[src/rtl/memory_port_arbiter.sv]
// memory_port_arbiter
// Shares the single word-addressed 17-bit main memory port between the CPU
// (port 0) and the I/O processor (port 1). One access is in flight at a time.
// Each access runs IDLE -> ACCESS -> RETURN -> IDLE.
// The IOP wins ties, except that the CPU is forced through once the IOP has won
// STARVE_LIMIT consecutive grants while the CPU was waiting.
// Optional build macro: MEM_PROTECT_EN adds the protect_base input and the
// cpu_fault output. CPU writes below protect_base are then suppressed and flagged.
module memory_port_arbiter #(
   parameter int MEM_LATENCY  = 2,
   parameter int STARVE_LIMIT = 3
) (
   input  logic        clock,
   input  logic        reset,
   input  logic        cpu_req,
   input  logic        cpu_we,
   input  logic [16:0] cpu_addr,
   input  logic [31:0] cpu_wdata,
   output logic        cpu_gnt,
   output logic        cpu_done,
   output logic [31:0] cpu_rdata,
   input  logic        iop_req,
   input  logic        iop_we,
   input  logic [16:0] iop_addr,
   input  logic [31:0] iop_wdata,
   output logic        iop_gnt,
   output logic        iop_done,
   output logic [31:0] iop_rdata,
   output logic        mem_req,
   output logic        mem_we,
   output logic [16:0] mem_addr,
   output logic [31:0] mem_wdata,
   input  logic [31:0] mem_rdata,
   output logic        busy
`ifdef MEM_PROTECT_EN
   ,
   input  logic [16:0] protect_base,
   output logic        cpu_fault
`endif
);

   localparam logic [3:0] LAT_INIT   = 4'(MEM_LATENCY);
   localparam logic [3:0] STARVE_MAX = 4'(STARVE_LIMIT);

   typedef enum logic [1:0] {IDLE, ACCESS, RETURN} state_t;

   state_t     state;
   state_t     state_next;
   logic [3:0] lat_cnt;
   logic [3:0] streak;
   logic       owner_iop;
   logic       acc_we;
   logic       acc_fault;
   logic       any_req;
   logic       pick_iop;
   logic       grant_fault;
   logic       first_cycle;

   // Pick the winner among this cycle's requests; flag CPU writes into the protected region
   always_comb begin
      any_req     = cpu_req | iop_req;
      pick_iop    = iop_req & ~(cpu_req & (streak == STARVE_MAX));
      grant_fault = 1'b0;
`ifdef MEM_PROTECT_EN
      grant_fault = ~pick_iop & cpu_req & cpu_we & (cpu_addr < protect_base);
`endif
   end

   // State register; a reset in mid-access drops straight back to IDLE
   always_ff @(posedge clock) begin
      if (!reset) begin
         state <= IDLE;
      end else begin
         state <= state_next;
      end
   end

   // Next-state logic and the handshake pulses decoded from state and the latched owner
   always_comb begin
      state_next  = state;
      first_cycle = (state == ACCESS) && (lat_cnt == LAT_INIT);
      case (state)
         IDLE:    if (any_req) state_next = ACCESS;
         ACCESS:  if (lat_cnt == 4'd0) state_next = RETURN;
         RETURN:  state_next = IDLE;
         default: state_next = IDLE;
      endcase
      cpu_gnt  = first_cycle & ~owner_iop;
      iop_gnt  = first_cycle & owner_iop;
      mem_req  = first_cycle & ~acc_fault;
      cpu_done = (state == RETURN) & ~owner_iop;
      iop_done = (state == RETURN) & owner_iop;
      busy     = (state != IDLE);
`ifdef MEM_PROTECT_EN
      cpu_fault = (state == RETURN) & ~owner_iop & acc_fault;
`endif
   end

   // Latch the winning request, count down the memory latency, and capture read data
   always_ff @(posedge clock) begin
      if (!reset) begin
         lat_cnt   <= 4'd0;
         owner_iop <= 1'b0;
         acc_we    <= 1'b0;
         acc_fault <= 1'b0;
         mem_we    <= 1'b0;
         mem_addr  <= 17'd0;
         mem_wdata <= 32'd0;
         cpu_rdata <= 32'd0;
         iop_rdata <= 32'd0;
      end else begin
         case (state)
            IDLE: begin
               if (any_req) begin
                  owner_iop <= pick_iop;
                  lat_cnt   <= LAT_INIT;
                  acc_we    <= pick_iop ? iop_we : cpu_we;
                  acc_fault <= grant_fault;
                  if (!grant_fault) begin
                     mem_we    <= pick_iop ? iop_we    : cpu_we;
                     mem_addr  <= pick_iop ? iop_addr  : cpu_addr;
                     mem_wdata <= pick_iop ? iop_wdata : cpu_wdata;
                  end
               end
            end
            ACCESS: begin
               if (lat_cnt == 4'd0) begin
                  if (!acc_we) begin
                     if (owner_iop) begin
                        iop_rdata <= mem_rdata;
                     end else begin
                        cpu_rdata <= mem_rdata;
                     end
                  end
               end else begin
                  lat_cnt <= lat_cnt - 4'd1;
               end
            end
            default: ;
         endcase
      end
   end

   // Starvation streak: consecutive IOP wins taken while the CPU was also asking
   always_ff @(posedge clock) begin
      if (!reset) begin
         streak <= 4'd0;
      end else if (state == IDLE) begin
         if (!cpu_req) begin
            streak <= 4'd0;
         end else if (pick_iop) begin
            if (streak < STARVE_MAX) streak <= streak + 4'd1;
         end else begin
            streak <= 4'd0;
         end
      end
   end

endmodule
[config.mk]
export PLATFORM = sky130hd
export DESIGN_NAME = memory_port_arbiter
export DESIGN_NICKNAME = d
export VERILOG_FILES = /design/src/rtl/memory_port_arbiter.sv
export SDC_FILE = /design/constraint.sdc
export NUM_CORES = 1
export LEC_CHECK = 0
export CELL_PAD_IN_SITES_DETAIL_PLACEMENT = 1
export CELL_PAD_IN_SITES_GLOBAL_PLACEMENT = 2
export CORE_AREA = 2 2 159 161
export CTS_CLUSTER_DIAMETER = 200
export DETAILED_ROUTE_END_ITERATION = 6
export DIE_AREA = 0 0 161 163
export GPL_TIMING_DRIVEN = 0
export PLACE_DENSITY_LB_ADDON = 0.05
export SYNTH_ARGS = -nofsm -noshare
export SYNTH_HDL_FRONTEND = slang
export SYNTH_SLANG_ARGS = --single-unit
export TNS_END_PERCENT = 5
[constraint.sdc]
create_clock -name clock -period 3.44 [get_ports clock]
set_input_delay 0.344 -clock clock [delete_from_list [all_inputs] [get_ports clock]]
set_output_delay 0.344 -clock clock [all_outputs]
set_load 0.05 [all_outputs]
==> impl_metrics.json <==
{
  "maxSlewViolCount": 0,
  "via_per_inst": 4.82,
  "fin_crit_sh_pct": 87.7,
  "worst_setup_path_end_kind": "primary output",
  "clkLatencyLatePin_ns": 0.42,
  "multi_input_area_mm2": 0.00319,
  "rows": 58,
  "drt_iter0_markers": 203,
  "ios": 256,
  "drcViolationCount": 0,
  "fin_cells": 1385,
  "root_buffer": "clkbuf_16",
  "wl_per_cell_um": 18.2,
  "area_delta_synth_final_pct": 57.4,
  "cts-resized-gates": 0,
  "outcome": "finished, final reports clean",
  "async_reset_ff_share_pct": 0,
  "crit_type": "reg -> out",
  "drt-total-wl_mm": 25.2,
  "tightest_slew_ns": 0.938,
  "timing.fmax_mhz": 332,
  "ys_warn_count": 0,
  "syn_inst": 769,
  "rsz0062_at_grt": "false",
  "grt_pass1_vias": 6860,
  "yosys_register_bits": 125,
  "synth_ff_type": "dfxtp_1",
  "antenna_found_initial": 0,
  "num_vias": 6669,
  "cts_buffers": 17,
  "layout.area.seq_mm2": 0.00250,
  "synth_area_mm2": 0.00630,
  "antennaDiodeCount": 0,
  "clock-sinks": 125,
  "drv_cap": 0,
  "drtAntennaViolNets": 0,
  "nNetsFinal": 1182,
  "dp_cells": 1353,
  "cts_post_setup_buffers_inserted": 0,
  "p_per_area_mw_per_mm2": 530,
  "tns_ns": 0,
  "htree_levels": 4,
  "place_congestion": 0.757,
  "path_max_fanout": 10,
  "grt_max_degree": 17,
  "hp-class": "in -> reg",
  "period_minus_slack_ns": 3.02,
  "max_slew_margin_pct": 37.3,
  "cts_hold_buf": 0,
  "vdd_drop_max_uv": 228,
  "leakagePower_nw": 3.36,
  "core_mm2": 0.0247,
  "die_h_um": 163,
  "cp.required_ns": 3.10,
  "setup_viol": 0,
  "fp.dieW_um": 161,
  "grt_remaining_overflow": 0,
  "synth_nets": 909,
  "synth_edf_count": 0,
  "fp.dieArea_mm2": 0.0262,
  "clk_pin_slew_worst_paths_ns": 0.06,
  "critPathArrivalTime_ns": 2.67,
  "total_power_mw": 5.26,
  "ys_types": 41,
  "initial_core_util_pct": 25.5,
  "drive_gt1_share_pct": 6.16,
  "grt_usage_pct": 18.8,
  "cts_tree": "built",
  "io_buffers": 254,
  "start_kind": "flip-flop",
  "avgSynthCellArea_um2": 8.19,
  "nFillCells": 2947,
  "hold_violations": 0,
  "dp_hpwl_mm": 18.9,
  "firstDrtPassIters": 4,
  "ys_seq_area_share_pct": 39.7,
  "cts.path.max_buffers": 2,
  "clock_skew_ns": 0.0124,
  "grt_first_pass_wirelength_mm": 38.8
}
worst max-delay path, stage by stage (launching register included):
cell             delay [ns]
dfxtp_1                0.46
nor4b_4                0.31
clkbuf_1               0.44
and3_1                 0.22
clkdlybuf4s50_1        0.81
registers in the layout, summed over array words and instances (netlist names):
register   count
mem_wdata     32
owner_iop      1
cpu_rdata     32
streak         4
mem_addr      17
iop_rdata     32
state          2
acc_we         1
lat_cnt        4
through the flow:
step	hold slack, ns	cell area (µm²)	util [%]	setup WS [ns]
3_3_place_gp	0.462	9250	37.5	0.837
5_1_grt	0.434	9910	40.2	0.230
3_5_place_dp	0.471	9250	37.5	0.838
6_report	0.423	9910	40.2	0.424
4_1_cts	0.426	9910	40.2	0.374
2_1_floorplan	0.446	6300	-	0.967
routing by layer:
layer | share of wire, % | vias up | track usage (%)
li1 | - | 3351 | -
met1 | 46 | 3122 | 23.9
met2 | 47 | 176 | 31.7
met3 | 5.9 | 20 | 4.97
met4 | 1.3 | 0 | 5.11
met5 | 0 | - | 0
path summary, 6_finish.rpt:
path                      start            end  slack (ns)  depth (start not counted)
hold reg to reg   cpu_rdata[18]  cpu_rdata[18]        0.48                          2
hold / removal            reset  iop_rdata[10]        0.42                          2
setup reg to reg     lat_cnt[0]   cpu_rdata[6]        1.16                          6
setup / recovery       state[0]        iop_gnt        0.42                          4
synth_stat cells (2+ instances only):
cell      instances  area share [%]
a21oi_1          48             3.8
o21ai_0           6            0.48
ha_1              4            0.79
buf_6             6             1.1
nand4_1          51             5.1
inv_2             2            0.12
o211ai_1         51             6.1
clkbuf_1         54             3.2
nor2_1            2            0.12
nor3b_1           4            0.48
o22ai_1           3            0.30
dfxtp_1         125              40
and3b_1           2            0.28
nand3_1          69             5.5
buf_2            22             1.7
a2111o_1         50             8.9
a21boi_1         15             1.8
buf_1             8            0.48
nand2_1          58             3.5
inv_1            49             2.9
or4b_1            2            0.32
nand2b_1          2            0.20
and2_1           53             5.3
and3_1            2            0.20
or4_1             2            0.24
a21boi_0          4            0.48
o21ai_1          61             4.8
cells by family (layout without fill, tap and decap cells):
logic type / Yosys count / in the layout / synth area share [%]
buf+inv: 141 / 427 / 9.56
flops: 125 / 125 / 39.7
compound gates: 244 / 244 / 27.5
simple gates: 255 / 255 / 22.4
fa+ha+maj: 4 / 4 / 0.795
final cells by class:
cell class,count,area share (%)
well taps,330,4.17
clock inverters,14,2.32
clock buffers,18,4.33
repair buffers,254,25.6
inverters,51,1.93
flip-flops and latches,125,25.2
multi-input cells,503,32.2
plain buffers,90,4.14
report_power, final:
group	switching [mW]	internal, mW
Clock	0.749	1.30
Combinational	1.01	0.546
Sequential	0.0772	1.57
Total	1.83	3.42
placed cells by master, fill, tap and decap left out, types with 15 or more instances in the layout:
master / instances
a2111o_1: 50
a21boi_1: 15
a21oi_1: 48
and2_1: 53
buf_2: 22
clkbuf_1: 55
clkbuf_16: 17
clkdlybuf4s50_1: 254
dfxtp_1: 125
inv_1: 49
nand2_1: 58
nand3_1: 69
nand4_1: 51
o211ai_1: 51
o21ai_1: 61
Power figures use the tool's default switching activity.
